===== config.mk =====
export PLATFORM = sky130hd
export DESIGN_NAME = mat_result_serializer
export DESIGN_NICKNAME = d
export VERILOG_FILES = /design/src/rtl/mat_simd_pkg.sv /design/src/rtl/mat_ser_narrow.sv /design/src/rtl/mat_result_serializer.sv
export SDC_FILE = /design/constraint.sdc
export NUM_CORES = 1
export LEC_CHECK = 0
export BUFFER_PORTS_ARGS = -buffer_cell sky130_fd_sc_hd__buf_2
export CAP_MARGIN = 20
export CORE_MARGIN = 2
export CORE_UTILIZATION = 45
export DETAILED_ROUTE_END_ITERATION = 10
export PLACE_DENSITY = 0.71
export REMOVE_ABC_BUFFERS = 1
export SLEW_MARGIN = 15
export SYNTH_ARGS = -nofsm -noshare
export SYNTH_HDL_FRONTEND = slang
export SYNTH_HIERARCHICAL = 1
export SYNTH_SLANG_ARGS = --single-unit
export TNS_END_PERCENT = 100

===== constraint.sdc =====
create_clock -name clk -period 16.7 [get_ports clk]
set_clock_uncertainty 0.05 [all_clocks]
set_input_delay 0.835 -clock clk [delete_from_list [all_inputs] [get_ports clk]]
set_output_delay 0.835 -clock clk [all_outputs]
set_load 0.01 [all_outputs]

===== src/rtl/mat_simd_pkg.sv =====
// Shared constants, element types and helpers for the SIMD matrix datapath.
// Used by the result serializer and its lane narrower.
package mat_simd_pkg;

    localparam int DEF_N        = 2;
    localparam int DEF_W_OUT    = 32;
    localparam int DEF_W_STREAM = 16;
    localparam int DEF_LANES    = 4;

    typedef logic signed [DEF_W_OUT-1:0]    elem_t;
    typedef logic signed [DEF_W_STREAM-1:0] stream_elem_t;

    typedef enum logic {
        RD_IDLE,
        RD_STREAM
    } rd_state_t;

    // Number of output beats needed to carry one N x N matrix.
    function automatic int beats_f(input int n, input int lanes);
        return (n * n + lanes - 1) / lanes;
    endfunction

endpackage


===== src/rtl/mat_ser_narrow.sv =====
// Single-element signed narrower, W_IN -> W_NAR bits.
// Saturates when MAT_SER_SAT_EN is defined, otherwise wraps (truncates).
module mat_ser_narrow
    import mat_simd_pkg::*;
#(
    parameter int W_IN  = DEF_W_OUT,
    parameter int W_NAR = DEF_W_STREAM
) (
    input  logic [W_IN-1:0]  i_elem,
    output logic [W_NAR-1:0] o_elem
);

`ifdef MAT_SER_SAT_EN
    logic w_fits;

    // Value fits when every bit above the target sign bit copies the sign.
    assign w_fits = (i_elem[W_IN-1:W_NAR-1]
                     == {(W_IN-W_NAR+1){i_elem[W_IN-1]}});

    // Clamp out-of-range values to the nearest representable extreme.
    always_comb begin
        if (w_fits) begin
            o_elem = i_elem[W_NAR-1:0];
        end else if (i_elem[W_IN-1]) begin
            o_elem = {1'b1, {(W_NAR-1){1'b0}}};
        end else begin
            o_elem = {1'b0, {(W_NAR-1){1'b1}}};
        end
    end
`else
    assign o_elem = i_elem[W_NAR-1:0];

    if (W_IN > W_NAR) begin : g_drop
        logic w_unused_hi;
        assign w_unused_hi = ^i_elem[W_IN-1:W_NAR];
    end
`endif

endmodule


===== src/rtl/mat_result_serializer.sv =====
// Ping-pong buffer that captures N x N result matrices and streams them
// row-major, LANES elements per beat. Narrowing mode: MAT_SER_SAT_EN.
module mat_result_serializer
    import mat_simd_pkg::*;
#(
    parameter int W_OUT    = DEF_W_OUT,
    parameter int N        = DEF_N,
    parameter int LANES    = DEF_LANES,
    parameter int W_STREAM = DEF_W_STREAM
) (
    input  logic                                clk,
    input  logic                                rst,
    input  logic                                cen,
    input  logic                                valid_in,
    input  logic [N-1:0][N-1:0][W_OUT-1:0]      result,
    output logic                                in_ready,
    output logic                                out_valid,
    input  logic                                out_ready,
    output logic [LANES-1:0][W_STREAM-1:0]      out_data,
    output logic                                out_last,
    output logic                                overflow
);

    localparam int BEATS = beats_f(N, LANES);
    localparam int BW    = (BEATS > 1) ? $clog2(BEATS) : 1;
    localparam int ELEMS = N * N;
    localparam logic [BW-1:0] LAST_BEAT = BW'(BEATS - 1);

    typedef logic [BEATS-1:0][LANES-1:0][W_OUT-1:0] mat_t;

    mat_t            r_buf [2];
    rd_state_t       r_state;
    rd_state_t       w_state_nxt;
    logic [1:0]      r_count;
    logic [1:0]      w_count_nxt;
    logic            r_wr_ptr;
    logic            r_rd_ptr;
    logic [BW-1:0]   r_beat;
    logic [BW-1:0]   w_beat_nxt;
    logic            r_overflow;
    logic            w_cap;
    logic            w_xfer;
    logic            w_pop;
    logic            w_accept;
    wire  mat_t      w_cap_mat;
    logic [LANES-1:0][W_OUT-1:0] w_beat_elems;

    // Lay the matrix out beat-major; padding lanes are stored as zero.
    for (genvar k = 0; k < BEATS * LANES; k++) begin : g_cap
        if (k < ELEMS) begin : g_elem
            assign w_cap_mat[k/LANES][k%LANES] = result[k/N][k%N];
        end else begin : g_pad
            assign w_cap_mat[k/LANES][k%LANES] = '0;
        end
    end

    assign w_cap     = cen & valid_in;
    assign out_valid = (r_state == RD_STREAM);
    assign out_last  = out_valid & (r_beat == LAST_BEAT);
    assign w_xfer    = cen & out_valid & out_ready;
    assign w_pop     = w_xfer & (r_beat == LAST_BEAT);
    // A full buffer still takes a matrix when the oldest slot frees now.
    assign w_accept  = w_cap & ((r_count != 2'd2) | w_pop);
    assign in_ready  = (r_count != 2'd2);
    assign overflow  = r_overflow;

    // Next occupancy, read state and beat index.
    always_comb begin
        w_count_nxt = r_count;
        w_beat_nxt  = r_beat;
        unique case ({w_accept, w_pop})
            2'b10:   w_count_nxt = r_count + 2'd1;
            2'b01:   w_count_nxt = r_count - 2'd1;
            default: w_count_nxt = r_count;
        endcase
        if (w_pop) begin
            w_beat_nxt = '0;
        end else if (w_xfer) begin
            w_beat_nxt = r_beat + BW'(1);
        end
        w_state_nxt = (w_count_nxt == 2'd0) ? RD_IDLE : RD_STREAM;
    end

    // Control state: pointers, occupancy, beat and sticky overflow.
    always_ff @(posedge clk or posedge rst) begin
        if (rst) begin
            r_state    <= RD_IDLE;
            r_count    <= 2'd0;
            r_wr_ptr   <= 1'b0;
            r_rd_ptr   <= 1'b0;
            r_beat     <= '0;
            r_overflow <= 1'b0;
        end else begin
            r_state <= w_state_nxt;
            r_count <= w_count_nxt;
            r_beat  <= w_beat_nxt;
            if (w_accept) begin
                r_wr_ptr <= ~r_wr_ptr;
            end
            if (w_pop) begin
                r_rd_ptr <= ~r_rd_ptr;
            end
            if (w_cap && !w_accept) begin
                r_overflow <= 1'b1;
            end
        end
    end

    // Matrix storage; contents are don't-care until occupancy says valid.
    always_ff @(posedge clk) begin
        if (w_accept) begin
            r_buf[r_wr_ptr] <= w_cap_mat;
        end
    end

    assign w_beat_elems = r_buf[r_rd_ptr][r_beat];

    for (genvar l = 0; l < LANES; l++) begin : g_lane
        logic [W_STREAM-1:0] w_nar;

        mat_ser_narrow #(
            .W_IN  (W_OUT),
            .W_NAR (W_STREAM)
        ) u_narrow (
            .i_elem (w_beat_elems[l]),
            .o_elem (w_nar)
        );

        assign out_data[l] = out_valid ? w_nar : '0;
    end

endmodule


Word-level counts from Yosys, hierarchy flattened
Memories as Yosys holds them, arrays and structs flattened.
Index checks and enable logic that the tools add are counted.

word-level totals
  bits in registers = 7
  RAM bits = 256
  input bits = 133
  output and inout bits = 68
  logic and storage cells = 39
  memories = 1

memories
  memory  words  width  rd ports  clocked after memory_dff  write ports  line                         source
  r_buf   2      128    1         0                         1            mat_result_serializer.sv:31  mat_t r_buf [2];

cells by class
  add/sub/neg operators = 3
  order comparisons = 1
  eq/ne operators = 3
  multiplexer cells = 11
  bitwise logic cells = 10
  reduce and logical (&&, ||, !) cells = 4

operators by type and width
  cell                                               count
  2-to-1 mux 112 bit                                 1
  2-to-1 mux 16 bit                                  4
  bitwise AND 1 bit                                  6
  2-to-1 mux 1 bit                                   5
  one-hot mux 2 bit (2 select lines)                 1
  inverter 1 bit                                     3
  adder 2 x 1 -> 2 bit (second input constant)       1
  == test 2 x 1 -> 1 bit (second input constant)     1
  == test 2 bit (second input constant)              1
  logical NOT 2 bit                                  1
  != test 2 bit (second input constant)              1
  nonzero test 2 bit                                 1
  subtractor 2 x 1 -> 2 bit (second input constant)  1
  adder 1 bit (second input constant)                1
  logical AND 1 bit                                  1
  logical NOT 1 bit                                  1
  < comparator 1 bit (second input constant)         1
  OR 1 bit                                           1

Longest topological paths before layout
Gate-level depths: netlist (run 1).

  depth in word-level cells = 9
  mapped depth = 5
  gate-level depth less buffers = 3

By module
The synthesis (run 1) kept the hierarchy.

by module, submodules not included
  module                 instances  cells each  area each (µm²)  sequential area each (µm²)
  mat_result_serializer  1          505         10,010.9         7,862.5
  mat_ser_narrow         4          16          120.1            0.0

Worst setup path after synthesis (run 1)
Ideal clock, no wire load.

  path type = in2reg
  start point = in cen
  end point = mem r_buf[0][0] (netlist name) (enable)
  setup time = 632 ps
  arrival = 6,885 ps
  data required time = 16,018 ps
  path slack = 9,133 ps
  stages = 3
  buffers on the path = 0
  cells stage by stage = nand4b_2 > a21oi_2 > nor2b_1

on the way
  longest elaborated chain between the ends = 7
  elaborated cells on any way between the ends = 8
  those cells by class = mux (2); bitwise (6)

RTL lines
  item                                        line                          source
  start, declared                             mat_result_serializer.sv:13   input logic cen,
  bitwise AND 1 bit (2 in series)             mat_result_serializer.sv:60   assign w_xfer = cen & out_valid & out_ready;
  bitwise AND 1 bit                           mat_result_serializer.sv:61   assign w_pop = w_xfer & (r_beat == LAST_BEAT);
  OR 1 bit                                    mat_result_serializer.sv:63   assign w_accept = w_cap & ((r_count != 2'd2) | w_pop);
  bitwise AND 1 bit (*)                       mat_result_serializer.sv:63
  2-to-1 mux 1 bit (*)                        mat_result_serializer.sv:111  if (w_accept) begin
  2-to-1 mux 1 bit (not written as such) (*)  mat_result_serializer.sv:112  r_buf[r_wr_ptr] <= w_cap_mat;
  end, declared                               mat_result_serializer.sv:31

Every way passes the cells marked *; elsewhere a longest branch is shown, timed or not.

Final worst setup path (run 1)
  start point = reg r_state, in the netlist out_valid
  end point = mem r_buf[0][33] (netlist name) (enable)

on the way
  longest elaborated chain between the ends = 7

RTL lines
  item                                    line                          source
  start, declared                         mat_result_serializer.sv:32   rd_state_t r_state;
  start signal, assigned                  mat_result_serializer.sv:94   r_state <= w_state_nxt;
  bitwise AND 1 bit (2 in series)         mat_result_serializer.sv:60
  bitwise AND 1 bit                       mat_result_serializer.sv:61
  OR 1 bit                                mat_result_serializer.sv:63
  bitwise AND 1 bit                       mat_result_serializer.sv:63
  2-to-1 mux 1 bit                        mat_result_serializer.sv:111
  2-to-1 mux 1 bit (not written as such)  mat_result_serializer.sv:112

Every way passes these cells.

==> results of run 1 <==
## worst max-delay path by stage
stage / startpoint / end / slack (ns) / cells past startpoint
after floorplan: out_valid$_DFF_PP0_ / r_buf[0][0]$_DFFE_PP_ / 11.75 / 3
after global placement: out_valid$_DFF_PP0_ / r_buf[0][111]$_DFFE_PP_ / 13.16 / 4
after detailed placement: out_valid$_DFF_PP0_ / r_buf[0][67]$_DFFE_PP_ / 13.14 / 4
after CTS: out_valid$_DFF_PP0_ / r_buf[0][71]$_DFFE_PP_ / 13.14 / 4
after global routing: out_valid$_DFF_PP0_ / r_buf[0][71]$_DFFE_PP_ / 12.91 / 4
final: out_valid$_DFF_PP0_ / r_buf[0][33]$_DFFE_PP_ / 13.31 / 4
## routing by layer
| metal | global-route usage | up-vias | share of wire |
|---|---|---|---|
| li1 | - | 1425 | - |
| met1 | 0.170 | 1433 | 0.44 |
| met2 | 0.239 | 91 | 0.49 |
| met3 | 0.0478 | 14 | 0.056 |
| met4 | 0.0580 | 0 | 0.016 |
| met5 | 0 | - | 0 |
## power by group through the flow
stage	sequential (mW)	combinational [mW]	clock [mW]
floorplan	0.471	0.198	0
global placement	0.471	0.315	0
detailed placement	0.474	0.316	0
CTS	0.467	0.318	0.405
global route	0.474	0.341	0.418
finish	0.465	0.312	0.396
## cell type report
cell class                 instances  area (um^2)
tap                              172          215
clock inverter                    15          209
multi-input combinational        153         1320
sequential                       135         4020
inverter                           4         15.0
clock buffer                      17          425
antenna                            1         2.50
timing repair buffer             138          696
fill                            1090         5810
## through the flow
step / worst slack [ns] / instances
CTS: 13.14 / 634
detailed placement: 13.14 / 602
global route: 12.91 / 634
floorplan: 11.75 / 292
global placement: 13.16 / 602
finish: 13.31 / 635
## worst register-to-register path, stage by stage, from the launching register on
cell                       delay, ns
sky130_fd_sc_hd__dfrtp_2        1.01
sky130_fd_sc_hd__nand4b_2       0.36
sky130_fd_sc_hd__a21oi_2        0.28
sky130_fd_sc_hd__nor2b_4        0.71
sky130_fd_sc_hd__buf_4          0.60
## cells in the final DEF (no fill, tap or decap), types with 3 or more instances in the layout
cell type / n
sky130_fd_sc_hd__bufinv_16: 5
sky130_fd_sc_hd__clkinvlp_4: 4
sky130_fd_sc_hd__edfxtp_1: 128
sky130_fd_sc_hd__clkbuf_16: 17
sky130_fd_sc_hd__buf_2: 136
sky130_fd_sc_hd__xnor2_1: 3
sky130_fd_sc_hd__mux2_2: 64
sky130_fd_sc_hd__clkinv_2: 5
sky130_fd_sc_hd__inv_1: 4
sky130_fd_sc_hd__and2_1: 64
sky130_fd_sc_hd__dfrtp_1: 5
## flip-flops by register name, summed over array words and instances, names as in the netlist
| name | count |
|---|---|
| out_valid | 1 |
| overflow | 1 |
| r_beat | 1 |
| r_buf | 128 |
| r_count | 2 |
| r_rd_ptr | 1 |
| r_wr_ptr | 1 |
==> reports/results.md, run 1 <==
| Step | Result | Value |
|:---|:---|:---|
| clocking | Post-cts gate resize count | 0 |
| critical path | Critical path class | reg2reg |
| clocking | Clock tree from TritonCTS | yes |
| grt | Wire length of the first global-routing pass | 15.4 mm |
| synthesis | Mean post-synth cell area | 15.8 um^2 |
| drt | Number of routed nets with antenna violations | 0 |
| clocking | Root buf cell | sky130_fd_sc_hd__clkbuf_16 |
| critical path | Worst-case register-to-register setup slack | 13.31 ns |
| floorplan | Area of the die | 0.0141 mm^2 |
| power | Logic pwr share | 0.266 |
| cells and area | Area delta synth->final | 16.7% |
| min path | Hold/Removal Path Class | in2async |
| cells and area | Layout Cell Area excl Fill | 0.00691 mm^2 |
| power | Reg power frac | 0.396 |
| critical path | Critical path's top delay family | simple AND/OR/NAND/NOR gates |
| clocking | Clk sink count | 135 |
| power | Clock network fraction of total power | 0.338 |
| timing | Unrepaired setup endpoints after global routing | false |
| critical path | Combined buffer and inverter count along the critical path | 1 |
| critical path | Biggest cell delay along the critical path | 1.01 ns |
| clocking | Clock latency at the later pin of the worst-skew pair | 0.40 ns |
| power | Internal Power | 850 uW |
| critical path | Depth of the most critical reg-to-reg path | 4 |
| synthesis | Count of warnings emitted by yosys | 6 |
| drt | Iteration count of the initial detailed-routing pass | 4 |
| critical path | WP data required | 16.69 ns |
| drt | Number of remaining DRC errors | 0 |
| clocking | Number of hold buffers added after CTS | 0 |
| clocking | H-tree level count | 4 |
| clocking | CTS clk-pin slew, worst paths | 0.06 ns |
| drt | Drt first-iter violations | 130 |
| status | Result of the run | finished clean |
| cells and area | Number of nets at the end of the flow | 582 |
| grt | Pin count of the biggest net entering global routing | 70 |
| critical path | Kind of end point of the critical path | register |
| floorplan | Floorplan die height | 119 um |
| timing | Max-slew headroom | 0.348 |
| power | Sw Pwr | 322 uW |
| timing | Final worst path period need | 3.39 ns |
| timing | Setup Total Neg Slack | 0 ns |
| placement | Total placed instance area | 0.00627 mm^2 |
| critical path | CP arrival | 3.38 ns |
| drt | Vias per Instance | 4.67 |
| clocking | Setup Buffers After CTS | 0 |
| placement | Routability Congestion | 0.682 |
| drt | Via count | 2,963 |
| grt | Via count of the first global-routing pass | 3,062 |
| critical path | Largest fanout of any net on the critical path | 69 |
| power | Switching fraction of total power | 0.275 |
| floorplan | Area inside the core boundary | 0.0127 mm^2 |
| timing | Crit share post-route | 0.203 |
| power | Power per cell area | 170 mW/mm^2 |
| timing | Worst slew pin tran | 0.978 ns |
| cells and area | Utilization after layout | 0.543 |
| drt | Routed wire length | 9.69 mm |
| clocking | Clock Tree Buf Depth | 2 |
| clocking | CTS Buf Count | 17 |
| critical path | Cell at the slowest stage of the critical path | sky130_fd_sc_hd__dfrtp_2 |
| floorplan | Standard-cell row count | 41 |
| power | Total power | 1.17 mW |
| critical path | Worst Setup Start Kind | register |
| power | Worst IR drop on VDD | 102 uV |
| critical path | CP Cell Sequence | nand4b_2 > a21oi_2 > nor2b_4 > buf_4 |
| timing | Final-report max-slew violation count | 0 |
| timing | Hold slack | 0.305 ns |
| floorplan | Starting density of the core | 0.465 |
| power | Static leakage power | 2.62 nW |
| drt | Mean routed wirelength per cell | 15.3 um |
| floorplan | Die boundary width | 119 um |
| placement | Buffers on Ports | 136 |
| placement | Detailed placement HPWL | 5.81 mm |
| synthesis | Cell Area, Synth | 0.00592 mm^2 |
| synthesis | Cells after Synth | 375 |
| grt | Total track usage | 0.143 |
| flow run | Max-Cap Viols | 0 |
| floorplan | Total I/O pin count | 201 |
| timing | Final setup violation count | 0 |
| grt | Overflow left after global routing | 0 |
| cells and area | Share of final-layout standard cells stronger than drive strength 1 | 0.524 |
| timing | FMAX | 0.295 GHz |
| critical path | Worst reg2reg path startpoint | out_valid$_DFF_PP0_ |
| critical path | Reg-to-reg endpoint | r_buf[0][33]$_DFFE_PP_ |
| grt | Antenna violations before repair | 1 |
| timing | Count of final hold-check violations | 0 |
(Power assumes the default switching activity.)
==> inputs of run 2 (changes only) <==
- clock period: 16.7 -> 3.4 ns (I/O delays scaled with it)
==> run 2 against run 1 <==
Compared with the run above:
- global-route usage rose by 1.6 points
- sequential power increased to 4.8 times the previous value
- combinational power rose to 5.4 times the previous value
- hold slack got worse by 0.28 ns
- non-clock buffer count up 69
- highest routed layer unchanged
- die area unchanged
- largest cell class unchanged
- core utilization grew 4.5 points
==> reports/results.md, run 2 (synthesized netlist as in run 1, its figures left out) <==
| Step | Result | Value | Delta |
|:---|:---|:---|:---|
| status | Result of the run | finished clean | unchanged |
| floorplan | Total I/O pin count | 201 | unchanged |
| drt | Iteration count of the initial detailed-routing pass | 4 | unchanged |
| timing | Final worst path period need | 2.45 ns |  |
| power | Total power | 5.51 mW | was 1.17 mW |
| cells and area | Final Non-Filler Cells | 702 | was 635 |
| clocking | Clock latency at the later pin of the worst-skew pair | 0.40 ns | about the same |
| power | Power per cell area | 737 mW/mm^2 | was 170 mW/mm^2 |
| critical path | Critical path class | reg2out | was reg2reg |
| cells and area | Utilization after layout | 0.588 | was 0.543 |
| placement | Routability Congestion | 0.716 | was 0.682 |
| placement | Buffers on Ports | 136 | unchanged |
| clocking | CTS clk-pin slew, worst paths | 0.05 ns | was 0.06 ns |
| cells and area | Most used cells in the layout excluding fill and tap cells | 136 x sky130_fd_sc_hd__buf_2, 128 x sky130_fd_sc_hd__edfxtp_1, 67 x sky130_fd_sc_hd__dlygate4sd3_1 | was 136 x sky130_fd_sc_hd__buf_2, 128 x sky130_fd_sc_hd__edfxtp_1, 64 x sky130_fd_sc_hd__and2_1, 64 x sky130_fd_sc_hd__mux2_2, 17 x sky130_fd_sc_hd__clkbuf_16 |
| drt | Via count | 3,247 | was 2,963 |
| grt | Wire length of the first global-routing pass | 17.0 mm | was 15.4 mm |
| timing | Unrepaired setup endpoints after global routing | false | unchanged |
| floorplan | Standard-cell row count | 41 | unchanged |
| timing | FMAX | 0.408 GHz |  |
| grt | Pin count of the biggest net entering global routing | 69 | was 70 |
| floorplan | Floorplan die height | 119 um | unchanged |
| flow run | Max-Cap Viols | 0 | unchanged |
| drt | Number of remaining DRC errors | 0 | unchanged |
| timing | Setup Total Neg Slack | 0 ns | unchanged |
| critical path | CP arrival | 2.23 ns | was 3.38 ns |
| cells and area | Count of antenna diodes in the layout | 0 | was 1 |
| clocking | Root buf cell | sky130_fd_sc_hd__clkbuf_16 | unchanged |
| clocking | Clock tree from TritonCTS | yes | unchanged |
| cells and area | Biggest registers after layout | r_buf: 128 flops, r_count: 2 flops | unchanged |
| timing | Worst setup slack after layout | 0.950 ns | was 13.31 ns |
| cells and area | Fillcell total | 1,044 | was 1,090 |
| critical path | CP Cell Sequence | buf_12 > mux2_2 > and2_1 > buf_2 | was nand4b_2 > a21oi_2 > nor2b_4 > buf_4 |
| placement | Post-placement setup slack | 1.14 ns | was 13.14 ns |
| timing | Worst slew pin tran | 0.920 ns | was 0.978 ns |
| grt | Antenna violations before repair | 0 | was 1 |
| floorplan | Area inside the core boundary | 0.0127 mm^2 | unchanged |
| critical path | Cell at the slowest stage of the critical path | sky130_fd_sc_hd__dfrtp_2 | unchanged |
| clocking | Setup Buffers After CTS | 0 | unchanged |
| timing | Final-report max-slew violation count | 0 | unchanged |
| critical path | Worst Setup Start Kind | register | unchanged |
| drt | Mean routed wirelength per cell | 15.2 um | was 15.3 um |
| cells and area | Share of final-layout standard cells stronger than drive strength 1 | 0.438 | was 0.524 |
| grt | Overflow left after global routing | 0 | unchanged |
| timing | Count of final hold-check violations | 0 | unchanged |
| cells and area | Number of flip-flops under the largest register name | 128 | unchanged |
| clocking | CTS Buf Count | 17 | unchanged |
| placement | Placed Instances | 604 | was 602 |
| power | Worst IR drop on VDD | 416 uV | was 102 uV |
| floorplan | Die boundary width | 119 um | unchanged |
| cells and area | Register with the highest flop count | r_buf | unchanged |
| critical path | Kind of end point of the critical path | output pin | was register |
| cells and area | Area delta synth->final | 26.3% | was 16.7% |
| cells and area | Number of nets at the end of the flow | 651 | was 582 |
| critical path | Largest fanout of any net on the critical path | 39 | was 69 |
| floorplan | Area of the die | 0.0141 mm^2 | unchanged |
| cells and area | Most common library cell in the layout ignoring fill and taps | sky130_fd_sc_hd__buf_2 | unchanged |
| floorplan | Starting density of the core | 0.465 | unchanged |
| drt | Number of routed nets with antenna violations | 0 | unchanged |
| timing | Crit share post-route | 0.721 |  |
| grt | Via count of the first global-routing pass | 3,462 | was 3,062 |
| drt | Drt first-iter violations | 167 | was 130 |
| min path | Hold/Removal Path Class | in2reg | was in2async |
| timing | Max-slew headroom | 0.387 | was 0.348 |
| drt | Routed wire length | 10.7 mm | was 9.69 mm |
| timing | Final setup violation count | 0 | unchanged |
| clocking | Clock Tree Buf Depth | 2 | unchanged |
| clocking | H-tree level count | 4 | unchanged |
| critical path | WP data required | 3.18 ns | was 16.69 ns |
| critical path | Biggest cell delay along the critical path | 0.81 ns | was 1.01 ns |
| power | Static leakage power | 2.86 nW | was 2.62 nW |
| grt | Total track usage | 0.159 | was 0.143 |
| clocking | Clk sink count | 135 | unchanged |
| drt | Vias per Instance | 4.63 | was 4.67 |
run 2: per-layer routing:
layer	share of wire	global-route usage	up-vias	wire, um
li1	-	-	1562	-
met1	0.41	0.174	1560	4380
met2	0.52	0.283	106	5550
met3	0.053	0.0492	19	561
met4	0.018	0.0707	0	191
met5	0	0	-	0
run 2: report_power, final:
| part | switching, mW | internal, mW | total [mW] |
|---|---|---|---|
| Combinational | 0.823 | 0.882 | 1.70 |
| Sequential | 0.143 | 2.08 | 2.22 |
| Clock | 0.599 | 0.982 | 1.58 |
run 2: through the flow:
stage	hold WS (ns)	cell area, um^2
after floorplan	-0.0766	5350
after global placement	0.0678	6300
after detailed placement	0.0789	6300
after CTS	0.00518	7470
after global routing	0.0199	7470
final	0.0265	7470
run 2: final cells by class:
| type | instances | area, um^2 | area share |
|---|---|---|---|
| clock inverter | 8 | 57.6 | 0.00770 |
| inverter | 4 | 15.0 | 0.00201 |
| tap | 172 | 215 | 0.0288 |
| clock buffer | 23 | 448 | 0.0599 |
| multi-input combinational | 153 | 1320 | 0.177 |
| timing repair buffer | 207 | 1390 | 0.186 |
| sequential | 135 | 4020 | 0.538 |
run 2: path summary, 6_finish.rpt:
kind / start / end / slack (ns) / cells past startpoint
worst max-delay path: r_rd_ptr$_DFFE_PP0P_ / out_data[47] / 0.95 / 4
worst min-delay path: valid_in / overflow$_DFFE_PP0P_ / 0.03 / 2
worst max register to register: r_beat$_DFFE_PP0P_ / r_buf[1][12]$_DFFE_PP_ / 1.16 / 3
worst min register to register: overflow$_DFFE_PP0P_ / overflow$_DFFE_PP0P_ / 0.42 / 1
max in group asynchronous: rst / r_rd_ptr$_DFFE_PP0P_ / 2.86 / 3
min in group asynchronous: rst / overflow$_DFFE_PP0P_ / 0.20 / 3
run 2: repair_timing:
item                      in CTS  in global routing
hold endpoints to repair     136                  0
gates resized for setup        0                  0
hold buffers                  67                  0
run 2: critical path, delay by kind of cell, from the launching register on:
family | cells | cell delay [ns]
buf+inv | 2 | 0.44
flops | 1 | 0.81
simple gates | 1 | 0.15
mux | 1 | 0.38
